==> src/rtl/cdc_event_arb_pkg.sv <==
// Package for the cross-domain event arbiter.
//   cdc_event_arb_state_t : handshake FSM state encoding
//   DEF_NUM_REQ           : default requester count
//   DEF_TIMEOUT_CYCLES    : default watchdog limit
package cdc_event_arb_pkg;

    typedef enum logic [1:0] {
        IDLE    = 2'd0,
        SETUP   = 2'd1,
        REQ     = 2'd2,
        RELEASE = 2'd3
    } cdc_event_arb_state_t;

    localparam int DEF_NUM_REQ        = 4;
    localparam int DEF_TIMEOUT_CYCLES = 255;

endpackage

==> src/rtl/cdc_event_arbiter_rr_pick.sv <==
// rr_priority_pick: combinational round-robin selector.
//   req    : request vector
//   last   : id of the most recently granted requester
//   any    : at least one request is set
//   winner : first set request at or after last+1, wrapping modulo NUM_REQ
module rr_priority_pick #(
    parameter int NUM_REQ = 4,
    parameter int ID_W    = $clog2(NUM_REQ)
) (
    input  logic [NUM_REQ-1:0] req,
    input  logic [ID_W-1:0]    last,
    output logic               any,
    output logic [ID_W-1:0]    winner
);

    logic [ID_W-1:0] idx;

    // Walk from the farthest candidate back to the nearest so the nearest
    // set request is the last one written and therefore wins.
    always_comb begin
        any    = 1'b0;
        winner = '0;
        idx    = '0;
        for (int k = NUM_REQ; k >= 1; k--) begin
            idx = ID_W'((int'(last) + k) % NUM_REQ);
            if (req[idx]) begin
                any    = 1'b1;
                winner = idx;
            end
        end
    end

endmodule

==> src/rtl/cdc_event_arbiter.sv <==
// cdc_event_arbiter: latches per-requester event pulses and serializes them
// round-robin onto one four-phase req/ack channel toward another clock domain.
//   clk, reset     : sole clock, synchronous active-high reset
//   req_pulse      : one-cycle event pulse per requester
//   pending        : latched events not yet granted
//   xfer_req       : registered level request to the far domain
//   xfer_id        : registered id of the granted requester
//   xfer_ack_sync  : far-side acknowledge, already synchronized into clk
//   done_pulse     : one-cycle completion strobe per requester
//   timeout_err    : sticky watchdog error
// Optional feature macro: CDC_EVENT_ARB_TIMEOUT_EN builds the REQ/RELEASE
// watchdog; without it the handshake waits forever and timeout_err is 0.
module cdc_event_arbiter
    import cdc_event_arb_pkg::*;
#(
    parameter int NUM_REQ        = DEF_NUM_REQ,
    parameter int ID_W           = $clog2(NUM_REQ),
    parameter int TIMEOUT_CYCLES = DEF_TIMEOUT_CYCLES
) (
    input  logic               clk,
    input  logic               reset,
    input  logic [NUM_REQ-1:0] req_pulse,
    output logic [NUM_REQ-1:0] pending,
    output logic               xfer_req,
    output logic [ID_W-1:0]    xfer_id,
    input  logic               xfer_ack_sync,
    output logic [NUM_REQ-1:0] done_pulse,
    output logic               timeout_err
);

    if (NUM_REQ < 2 || NUM_REQ > 16 || TIMEOUT_CYCLES < 1) begin : g_bad_param
        $error("cdc_event_arbiter: parameter out of range");
    end

    cdc_event_arb_state_t state, next_state;
    logic [ID_W-1:0]      last_grant;
    logic                 any;
    logic [ID_W-1:0]      winner;
    logic                 launch;
    logic [NUM_REQ-1:0]   grant_clr;
    logic                 xfer_req_d;
    logic [NUM_REQ-1:0]   done_d;
    logic                 tmo;
    logic                 tmo_fire;

    rr_priority_pick #(
        .NUM_REQ (NUM_REQ),
        .ID_W    (ID_W)
    ) u_pick (
        .req    (pending),
        .last   (last_grant),
        .any    (any),
        .winner (winner)
    );

    // A timeout only matters when the normal exit condition is absent,
    // so an ack arriving on the limit cycle still completes normally.
    assign tmo_fire = tmo && (((state == REQ) && !xfer_ack_sync) ||
                              ((state == RELEASE) && xfer_ack_sync));

    // State register
    always_ff @(posedge clk) begin
        if (reset) state <= IDLE;
        else       state <= next_state;
    end

    // Next-state logic
    always_comb begin
        next_state = state;
        case (state)
            IDLE:    if (any && !xfer_ack_sync) next_state = SETUP;
            SETUP:   next_state = REQ;
            REQ:     if (xfer_ack_sync)   next_state = RELEASE;
                     else if (tmo_fire)   next_state = IDLE;
            RELEASE: if (!xfer_ack_sync)  next_state = IDLE;
                     else if (tmo_fire)   next_state = IDLE;
            default: next_state = IDLE;
        endcase
    end

    // Output / datapath control
    always_comb begin
        launch     = (state == IDLE) && (next_state == SETUP);
        grant_clr  = launch ? (NUM_REQ'(1) << winner) : '0;
        xfer_req_d = (next_state == REQ);
        done_d     = ((state == REQ) && xfer_ack_sync) ? (NUM_REQ'(1) << xfer_id) : '0;
    end

    // Registered outputs and pending latch; a new pulse beats the grant
    // clear of the same bit so the second event is not lost.
    always_ff @(posedge clk) begin
        if (reset) begin
            pending    <= '0;
            xfer_req   <= 1'b0;
            xfer_id    <= '0;
            done_pulse <= '0;
            last_grant <= ID_W'(NUM_REQ - 1);
        end else begin
            pending    <= (pending & ~grant_clr) | req_pulse;
            xfer_req   <= xfer_req_d;
            done_pulse <= done_d;
            if (launch) begin
                xfer_id    <= winner;
                last_grant <= winner;
            end
        end
    end

`ifdef CDC_EVENT_ARB_TIMEOUT_EN
    localparam int CNT_W = $clog2(TIMEOUT_CYCLES + 1);

    logic [CNT_W-1:0] wd_cnt;
    logic             err_q;

    // wd_cnt holds the number of cycles spent in the current REQ/RELEASE
    // state, counting the present one; it saturates at the limit.
    always_ff @(posedge clk) begin
        if (reset) begin
            wd_cnt <= '0;
            err_q  <= 1'b0;
        end else begin
            if (next_state != state)
                wd_cnt <= CNT_W'(1);
            else if ((state == REQ || state == RELEASE) &&
                     (wd_cnt != CNT_W'(TIMEOUT_CYCLES)))
                wd_cnt <= wd_cnt + CNT_W'(1);
            if (tmo_fire)
                err_q <= 1'b1;
        end
    end

    assign tmo = (state == REQ || state == RELEASE) &&
                 (wd_cnt == CNT_W'(TIMEOUT_CYCLES));
    assign timeout_err = err_q;
`else
    assign tmo         = 1'b0;
    assign timeout_err = 1'b0;
`endif

endmodule

==> config.mk <==
export PLATFORM = sky130hd
export DESIGN_NAME = cdc_event_arbiter
export DESIGN_NICKNAME = d
export VERILOG_FILES = /design/src/rtl/cdc_event_arb_pkg.sv /design/src/rtl/cdc_event_arbiter_rr_pick.sv /design/src/rtl/cdc_event_arbiter.sv
export SDC_FILE = /design/constraint.sdc
export NUM_CORES = 1
export LEC_CHECK = 0
export BUFFER_PORTS_ARGS = -buffer_cell sky130_fd_sc_hd__buf_2
export CAP_MARGIN = 20
export CORE_MARGIN = 2
export CORE_UTILIZATION = 44
export DETAILED_ROUTE_END_ITERATION = 7
export GPL_ROUTABILITY_DRIVEN = 0
export PLACE_DENSITY = 0.73
export SLEW_MARGIN = 40
export SYNTH_ARGS = -nofsm -noshare
export SYNTH_HDL_FRONTEND = slang
export SYNTH_SLANG_ARGS = --single-unit
==> constraint.sdc <==
create_clock -name clk -period 1.3 [get_ports clk]
set_clock_uncertainty 0.2 [all_clocks]
set_input_delay 0 -clock clk [delete_from_list [all_inputs] [get_ports clk]]
set_output_delay 0 -clock clk [all_outputs]
set_load 0.02 [all_outputs]
==> impl_metrics.csv, run 1 <==
group,metric,value,unit
die,die_x,43.5,um
setup_path,crit_arrival,1.52,ns
sta,rsz0062_at_grt,"true",
setup_path,worstPathRequired,1.29,ns
power,p_total,1.25,mW
setup_path,cp_max_fo,7,
synth,syn_area,687,um2
sta,fin_hold_ws,-0.00755,ns
setup_path,rr_endpoint,"pending[3]",
synth,ys_seq_elements,15,
setup_path,critPathMaxStageDelay,0.39,ns
cts,clkTransAtPathRegs,0.10,ns
setup_path,crit_end,"pending[3]",
drt,routed_via_density,5.21,
drt,totalWireLength,2010,um
sta,setup_viol,10,
die,die_area,1890,um2
synth,synth_area_per_cell,9.28,um2
setup_path,setup.worst_path.start_class,"flop",
layout,fillers,108,
run,drv_cap,0,
drt,wire_per_inst,15.3,um
synth,synthFlopType,"dfxtp_1",
cts,cts_inserted_buffers,3,
layout,areaGrowthSynthToFinish,61.7,%
setup_path,reg2reg_depth,4,
die,coreArea,1490,um2
layout,fin_area,1110,um2
cts,tritoncts,"yes",
layout,nets,124,
layout,layout.area.seq,320,um2
global_routing,antenna_found_initial,0,
setup_path,reg2reg_slack,-0.22,ns
status,violations,"hold timing, setup timing",
cts,clock_latency,0.30,ns
setup_path,crit_type,"reg2reg",
global_routing,grt_pass1_wl,2820,um
setup_path,endpoint_kind,"flop",
synth,synth.net_count,81,
synth,ys_warn_count,0,
setup_path,r2r-start,"last_grant[1]",
global_routing,grt_pass1_vias,632,
global_routing,grt_max_degree,11,
synth,synth_edf_count,0,
setup_path,crit_cells,4,
placement,hpwl,1180,um
cts,htree_levels,1,
synth,ys_async_sr_fraction,0,
drt,drc,0,
layout,multi_input_area,440,um2
sta,fin_crit_sh,1.17,
layout,drive_gt1_frac,0.560,
synth,ys_seq_area_frac,0.437,
sta,final.min_clock_period,1.52,ns
layout,n_antenna_cell,0,
synth,yosys.cell_types.count,31,
setup_path,path_delay_family,"compound AO/OA/AOI/OAI gates",
drt,drt_iter0_drc,18,
cts,clock-sinks,15,
die,rows,14,
die,initial_core_util,0.461,
sta,fin_ws,-0.224,ns
placement,pre_cts_ws,-0.196,ns
global_routing,grt_use_total,0.201,
power,peakVddDrop,858,uV
sta,slew_violations,0,
sta,max_freq,0.656,GHz
cts,cts-root-buf,"clkbuf_4",
sta,hold_viol,1,
drt,num_vias,688,
setup_path,startpoint,"last_grant[1]",
drt,firstDrtPassIters,5,
worst_hold_path,holdCritPathClass,"in2reg",
die,fp.dieH,43.5,um
die,num_io_pins,19,
synth,synth_cells,74,
setup_path,crit_buf_inv,0,
power,p_per_area,1120,nW/um2
setup_path,crit_chain,"a21o_1, a31oi_4, nand2_2, o31a_1",
drt,drtAntennaViolNets,0,
setup_path,cpMaxStageDelayCell,"dfxtp_4",
cts,clk_path_buf_depth,2,
status,status,"complete, but fails checks",
placement,portBuffers,17,
power,p_leak,0.496,nW
global_routing,grt-ovfl-total,0,
placement,place_area,891,um2
synthesized netlist by cell type (2+ instances only):
cell type	count	share of area
a21oi_1	5	0.036
nor3b_1	2	0.022
nand2b_1	2	0.018
nand2_1	4	0.022
nor2_1	12	0.066
dfxtp_1	15	0.44
inv_1	4	0.022
nor3_1	6	0.044
a211oi_1	2	0.022
flip-flops by register name, indices dropped and copies added, names as in the netlist:
name,flops
done_pulse,4
last_grant,2
pending,4
state,2
xfer_id,2
xfer_req,1
layout make-up:
type	instances	share of cell area
clock inverter	1	0.00450
tap	16	0.0180
timing repair buffer	40	0.259
sequential	15	0.288
clock buffer	3	0.0203
inverter	4	0.0135
multi-input combinational	53	0.396
cell families after synthesis:
group | synth area share
other | 0.00546
and+or+nand+nor | 0.266
muxes | 0.0146
AOI/OAI and AO/OA | 0.239
buffers and inverters | 0.0382
DFF | 0.437
routing by layer:
layer / vias up / GRT usage / wire length [um]
li1: 344 / - / -
met1: 324 / 0.251 / 848
met2: 15 / 0.349 / 1070
met3: 5 / 0.0292 / 60
met4: 0 / 0.0727 / 39
met5: - / 0 / 0
how the worst min path moves through the flow:
stage	startpoint	endpoint	cells after the start
floorplan	req_pulse[3]	pending[3]	1
global placement	reset	xfer_id[1]	2
detailed placement	reset	xfer_id[1]	2
CTS	xfer_ack_sync	state[1]	3
global route	xfer_ack_sync	pending[1]	5
finish	xfer_ack_sync	pending[1]	5
where the power goes:
group / total [mW] / internal [mW] / switching (mW)
Clock: 0.289 / 0.115 / 0.174
Combinational: 0.393 / 0.202 / 0.191
Sequential: 0.563 / 0.500 / 0.0636
Total: 1.25 / 0.817 / 0.429
cell usage in the layout, fill, tap and decap left out, types with 2 or more instances in the layout:
| cell | instances |
|---|---|
| inv_1 | 4 |
| dfxtp_2 | 4 |
| dfxtp_1 | 7 |
| nand2_2 | 2 |
| nor3_4 | 2 |
| buf_2 | 17 |
| clkbuf_4 | 3 |
| a21oi_2 | 3 |
| dlygate4sd3_1 | 6 |
| dfxtp_4 | 4 |
| nor2_1 | 12 |
| nor3_1 | 4 |
| buf_6 | 4 |
| a21oi_1 | 2 |
| buf_4 | 13 |
| nand2_1 | 3 |
per-stage QoR:
| stage | setup TNS, ns | hold slack [ns] | std cells | util |
|---|---|---|---|---|
| global placement | -0.902 | 0.0246 | 118 | 0.598 |
| finish | -1.26 | -0.00755 | 132 | 0.746 |
| detailed placement | -1.18 | 0.0274 | 118 | 0.598 |
| CTS | -1.10 | -0.119 | 128 | 0.683 |
| floorplan | -0.381 | -0.0644 | 74 | - |
| global route | -1.69 | 0.00354 | 132 | 0.746 |
worst reg2reg max path: cells and delay by family, from the launching register on:
family           cells  cell delay, ns
flip-flops           1            0.39
AND/OR/NAND/NOR      1            0.09
AO/OA/AOI/OAI        3            0.74
what timing repair did:
item                                    4_1_cts  5_1_grt
resized for setup                            11       12
pin swaps                                     9        5
hold buffers                                  5        1
endpoints found under the setup margin       13       13
setup buffers                                 1        3
hold endpoints to repair                     14        5
(Power assumes the default switching activity.)
==> run 2: changes to the inputs <==
--- a/config.mk
+++ b/config.mk
@@ -11,6 +11,7 @@
 export CORE_UTILIZATION = 44
 export DETAILED_ROUTE_END_ITERATION = 7
 export GPL_ROUTABILITY_DRIVEN = 0
+export GPL_TIMING_DRIVEN = 0
 export PLACE_DENSITY = 0.73
 export SLEW_MARGIN = 40
 export SYNTH_ARGS = -nofsm -noshare
==> run 2 against run 1 <==
Against the previous run: the run still ends with hold timing, setup timing left; core utilization down 8.0 points; critical path depth unchanged; via count down 8.3%; combinational power down 23%; critical endpoint unchanged.
==> impl_metrics.csv, run 2 (synthesis gave the netlist of run 1 again) <==
group,metric,value,unit
layout,final_cell_mix,"17 x buf_2, 12 x nor2_1, 8 x dfxtp_1, 7 x buf_4",
die,num_io_pins,19,
placement,portBuffers,17,
cts,tritoncts,"yes",
global_routing,antenna_found_initial,0,
cts,clk_path_buf_depth,2,
sta,maxSlewHeadroom,0.635,
sta,tightestPinTransition,0.548,ns
setup_path,crit_type,"reg2reg",
run,drv_cap,0,
sta,setup_viol,11,
setup_path,setup.worst_path.start_class,"flop",
setup_path,reg2reg_slack,-0.19,ns
die,die_area,1890,um2
layout,stdcell_count,123,
die,rows,14,
worst_hold_path,holdCritPathClass,"in2reg",
sta,fin_crit_sh,1.15,
die,fp.dieH,43.5,um
global_routing,grt_use_total,0.196,
global_routing,grt_max_degree,11,
setup_path,crit_arrival,1.47,ns
drt,routed_via_density,5.13,
layout,n_antenna_cell,0,
cts,cts_hold_buffers,5,
cts,htree_levels,1,
layout,nets,115,
setup_path,cp_max_fo,3,
status,status,"complete, but fails checks",
cts,clock_latency,0.29,ns
sta,fin_hold_ws,-0.136,ns
placement,dp_cells,107,
sta,hold_viol,6,
drt,wire_per_inst,12.6,um
setup_path,endpoint_kind,"flop",
sta,fin_ws,-0.191,ns
drt,drc,0,
cts,clock-sinks,15,
layout,drive_gt1_frac,0.486,
power,p_per_area,1140,nW/um2
cts,clkTransAtPathRegs,0.09,ns
sta,slew_violations,0,
drt,num_vias,631,
die,initial_core_util,0.461,
sta,final.min_clock_period,1.49,ns
sta,max_freq,0.670,GHz
die,die_x,43.5,um
power,peakVddDrop,754,uV
power,p_leak,0.424,nW
setup_path,worstPathRequired,1.28,ns
layout,areaGrowthSynthToFinish,44.4,%
drt,firstDrtPassIters,4,
cts,cts-root-buf,"clkbuf_4",
drt,totalWireLength,1550,um
sta,rsz0062_at_grt,"true",
drt,drt_iter0_drc,6,
status,violations,"hold timing, setup timing",
global_routing,grt_pass1_wl,2720,um
layout,final_common_cell,"buf_2",
layout,largest_registers,"done_pulse: 4 flops, pending: 4 flops",
die,coreArea,1490,um2
global_routing,grt_pass1_vias,616,
drt,drtAntennaViolNets,0,
global_routing,grt-ovfl-total,0,
cts,cts_inserted_buffers,3,
[run 2: cell count changes in the layout (fill, tap and decap cells not counted), sizes merged]
cell	change
buf	-9
clkbuf	+1
dlygate4sd3	-1
[run 2: final cells by class]
cell class	count	area, um2
clock buffer	3	22.5
sequential	15	322
multi-input combinational	53	405
clock inverter	1	5.00
inverter	4	15.0
tap	16	20.0
buffer	2	11.3
timing repair buffer	29	191
fill	119	497
[run 2: critical path, stage by stage (launching register included)]
cell and delay, ns:
dfxtp_4 0.37, nor3_4 0.23, a21boi_4 0.24, nand2_2 0.07, o31a_1 0.27
[run 2: what timing repair did]
item,4_1_cts,5_1_grt
setup endpoints to repair,10,11
hold endpoints to repair,12,4
gates resized for setup,9,5
buffers inserted,4,3
pin swaps,8,2
[run 2: path summary, 6_finish.rpt]
kind	to	cells past startpoint	from
max	pending[3]	4	state[0]
min	state[1]	3	xfer_ack_sync
max reg2reg	pending[3]	4	state[0]
min reg2reg	done_pulse[2]	1	xfer_id[0]
[run 2: routing by layer]
layer / track usage / wire length, um / vias up
met5: 0 / 0 / -
met4: 0.109 / 23 / 0
met3: 0.0292 / 41 / 4
met2: 0.322 / 793 / 12
met1: 0.244 / 686 / 291
li1: - / - / 324
[run 2: per-stage QoR]
stage                     setup WS (ns)  TNS (ns)  cell area (um2)  power (mW)  utilization
after floorplan                  -0.147    -0.381              699       0.729            -
after global placement           -0.237     -1.06              805       0.789        0.540
after detailed placement         -0.256     -1.28              805       0.799        0.540
after CTS                        -0.186     -1.29              942        1.10        0.633
after global routing             -0.269     -2.28              992        1.19        0.666
final                            -0.191     -1.42              992        1.13        0.666
[run 2: power breakdown]
group / leakage [nW] / internal, mW / switching, mW
Clock: 0.0177 / 0.114 / 0.157
Combinational: 0.280 / 0.147 / 0.157
Sequential: 0.126 / 0.498 / 0.0581
==> run 3: changes to the inputs <==
--- a/config.mk
+++ b/config.mk
@@ -5,14 +5,15 @@
 export SDC_FILE = /design/constraint.sdc
 export NUM_CORES = 1
 export LEC_CHECK = 0
+export ABC_AREA = 1
 export BUFFER_PORTS_ARGS = -buffer_cell sky130_fd_sc_hd__buf_2
 export CAP_MARGIN = 20
 export CORE_MARGIN = 2
-export CORE_UTILIZATION = 44
+export CORE_UTILIZATION = 46
 export DETAILED_ROUTE_END_ITERATION = 7
 export GPL_ROUTABILITY_DRIVEN = 0
 export GPL_TIMING_DRIVEN = 0
-export PLACE_DENSITY = 0.73
+export PLACE_DENSITY = 0.74
 export SLEW_MARGIN = 40
 export SYNTH_ARGS = -nofsm -noshare
 export SYNTH_HDL_FRONTEND = slang
==> run 3 against run 2 <==
Against the previous run: the flow finishes with violations (setup timing); largest cell class unchanged; cell area is 15% higher; total power rose by 52%; wire length rose by 26%; sequential share of layout area decreased by 5.2 points; sequential cell count is the same; core utilization is 6.3 points higher; worst hold slack better by 0.39 ns; global-route usage rose by 0.15 points; final cell count grew 30%; via count is 32% higher; clock power fell by 4%; critical endpoint is now pending[2]; sequential power up 0.9%.
==> impl_metrics.csv, run 3 <==
group,metric,value,unit
status,status,"complete, but fails checks",
status,violations,"setup timing",
power,peakVddDrop,947,uV
synth,yosysMostFrequentCell,"nand2_1",
layout,final_cell_mix,"19 x inv_1, 17 x nand2_2, 16 x nand2_1, 16 x buf_2, 10 x dfxtp_1",
drt,num_vias,832,
setup_path,cp_max_fo,8,
sta,setup_viol,10,
sta,rsz0062_at_grt,"true",
sta,slew_violations,0,
cts,clock_latency,0.28,ns
cts,clock-sinks,15,
sta,fin_crit_sh,1.27,
die,die_area,2070,um2
setup_path,rr_endpoint,"pending[2]",
setup_path,crit_arrival,1.61,ns
global_routing,grt_pass1_wl,2790,um
synth,ys_seq_elements,15,
cts,htree_levels,1,
placement,hpwl,1160,um
global_routing,antenna_found_initial,0,
cts,clk_path_buf_depth,2,
synth,synth_area_leaders,"dfxtp_1 38%, nand2_1 13%, inv_1 9.0%",
cts,tritoncts,"yes",
synth,syn_area,792,um2
placement,portBuffers,16,
drt,totalWireLength,1950,um
drt,wire_per_inst,12.2,um
cts,cts_inserted_buffers,3,
cts,cts-root-buf,"clkbuf_4",
synth,synth.net_count,120,
setup_path,startpoint,"last_grant[0]",
layout,drive_gt1_frac,0.465,
setup_path,crit_type,"reg2reg",
synth,ys_seq_area_frac,0.379,
global_routing,grt-ovfl-total,0,
setup_path,crit_end,"pending[2]",
synth,synth_area_per_cell,7.01,um2
die,initial_core_util,0.508,
drt,routed_via_density,5.20,
worst_hold_path,holdCritPathClass,"reg2reg",
layout,final_common_cell,"inv_1",
drt,firstDrtPassIters,4,
power,p_total,1.71,mW
global_routing,grt_max_degree,9,
placement,place_area,906,um2
drt,drc,0,
synth,synth_edf_count,0,
die,coreArea,1560,um2
layout,nets,152,
power,p_leak,0.591,nW
layout,fin_area,1140,um2
global_routing,grt_pass1_vias,682,
drt,drt_iter0_drc,39,
die,fp.dieH,45.5,um
setup_path,worstPathRequired,1.26,ns
setup_path,endpoint_kind,"flop",
drt,drtAntennaViolNets,0,
setup_path,reg2reg_depth,10,
sta,hold_viol,0,
global_routing,grt_use_total,0.197,
synth,synth_cells,113,
setup_path,setup.worst_path.start_class,"flop",
cts,clkTransAtPathRegs,0.08,ns
synth,synth.top_cell.area_share,0.379,
setup_path,reg2reg_slack,-0.35,ns
synth,ys_async_sr_fraction,0,
layout,multi_input_area,497,um2
synth,synth_common_cells,"28 x nand2_1, 19 x inv_1, 15 x dfxtp_1, 11 x nand2_2",
synth,ys_warn_count,0,
layout,largest_registers,"done_pulse: 4 flops, pending: 4 flops",
sta,fin_ws,-0.352,ns
synth,synthFlopType,"dfxtp_1",
layout,layout.area.seq,309,um2
die,rows,14,
setup_path,r2r-start,"last_grant[0]",
synth,yosys.cell_types.count,24,
die,num_io_pins,19,
layout,n_antenna_cell,0,
sta,max_freq,0.605,GHz
layout,areaGrowthSynthToFinish,43.6,%
run,drv_cap,0,
die,die_x,45.5,um
synth,synth_top_area_cell,"dfxtp_1",
layout,fillers,113,
sta,final.min_clock_period,1.65,ns
power,p_per_area,1510,nW/um2
[run 3: cell count changes in the layout (fill, tap and decap cells not counted), moves of 3 or more]
cell     delta
nand2_2    +16
inv_1      +15
nand2_1    +12
nor2_1      -7
nand2_4     +6
a21oi_1     +4
dfxtp_4     -4
nand3_1     +4
nand3_2     +4
nor3_1      -4
buf_4       -3
[run 3: critical path: stages, from the launching register on]
cell	delay [ns]
dfxtp_2	0.34
buf_8	0.14
inv_8	0.05
nand2_2	0.08
nand2_2	0.07
nand2_2	0.08
nor3_4	0.05
nor2_4	0.17
nand3_2	0.13
o21ai_1	0.14
a21oi_1	0.07
[run 3: per-stage QoR]
stage                     TNS [ns]  cells   util  setup WS, ns  hold WS, ns
final                        -3.01    160  0.730        -0.352        0.253
after detailed placement     -2.88    145  0.581        -0.382       0.0373
after CTS                    -3.08    159  0.685        -0.343        0.257
after floorplan              -1.51    113      -        -0.213      -0.0735
after global routing         -3.74    160  0.730        -0.429        0.268
after global placement       -2.66    145  0.581        -0.367       0.0326
[run 3: worst min path at each step]
stage | from | endpoint | cells past startpoint
3_3_place_gp | req_pulse[2] | pending[2] | 3
3_5_place_dp | req_pulse[2] | pending[2] | 3
4_1_cts | xfer_id[0] | done_pulse[2] | 1
6_report | xfer_id[0] | done_pulse[2] | 1
2_1_floorplan | req_pulse[0] | pending[0] | 2
5_1_grt | xfer_id[0] | done_pulse[2] | 1
[run 3: cells by family (layout without fill, tap and decap cells)]
group / after synthesis / after routing / synth area share
simple gates: 58 / 59 / 0.360
compound gates: 15 / 15 / 0.118
buf+inv: 24 / 54 / 0.137
flops: 15 / 15 / 0.379
other cells: 1 / 1 / 0.00473
[run 3: layout make-up]
| type | instances | area share |
|---|---|---|
| buffer | 3 | 0.0231 |
| clock buffer | 4 | 0.0231 |
| inverter | 21 | 0.0759 |
| multi-input combinational | 75 | 0.437 |
| sequential | 15 | 0.272 |
| tap | 16 | 0.0176 |
| timing repair buffer | 26 | 0.152 |
[run 3: power by group]
| group | switching, mW | internal, mW | leakage, nW | total [mW] |
|---|---|---|---|---|
| combinational | 0.567 | 0.326 | 0.452 | 0.893 |
| sequential | 0.0442 | 0.516 | 0.124 | 0.561 |
| clock | 0.140 | 0.119 | 0.0150 | 0.259 |
[run 3: routing by layer]
metal  share of wire  vias to the layer above  wire length (um)  global-route usage
met5               0                        -                 0                   0
met4           0.013                        0                26               0.106
met3           0.063                        4               123              0.0675
met2            0.52                       35              1010               0.330
met1            0.40                      375               788               0.217
li1                -                      418                 -                   -
[run 3: timing repair]
action                                  CTS  global route
gates resized for setup                  11            17
endpoints found under the hold margin    12             0
cloned                                    1             0
hold buffers                              7             0
pin swaps                                10             6
buffers inserted                          2             1
endpoints found under the setup margin   10            12
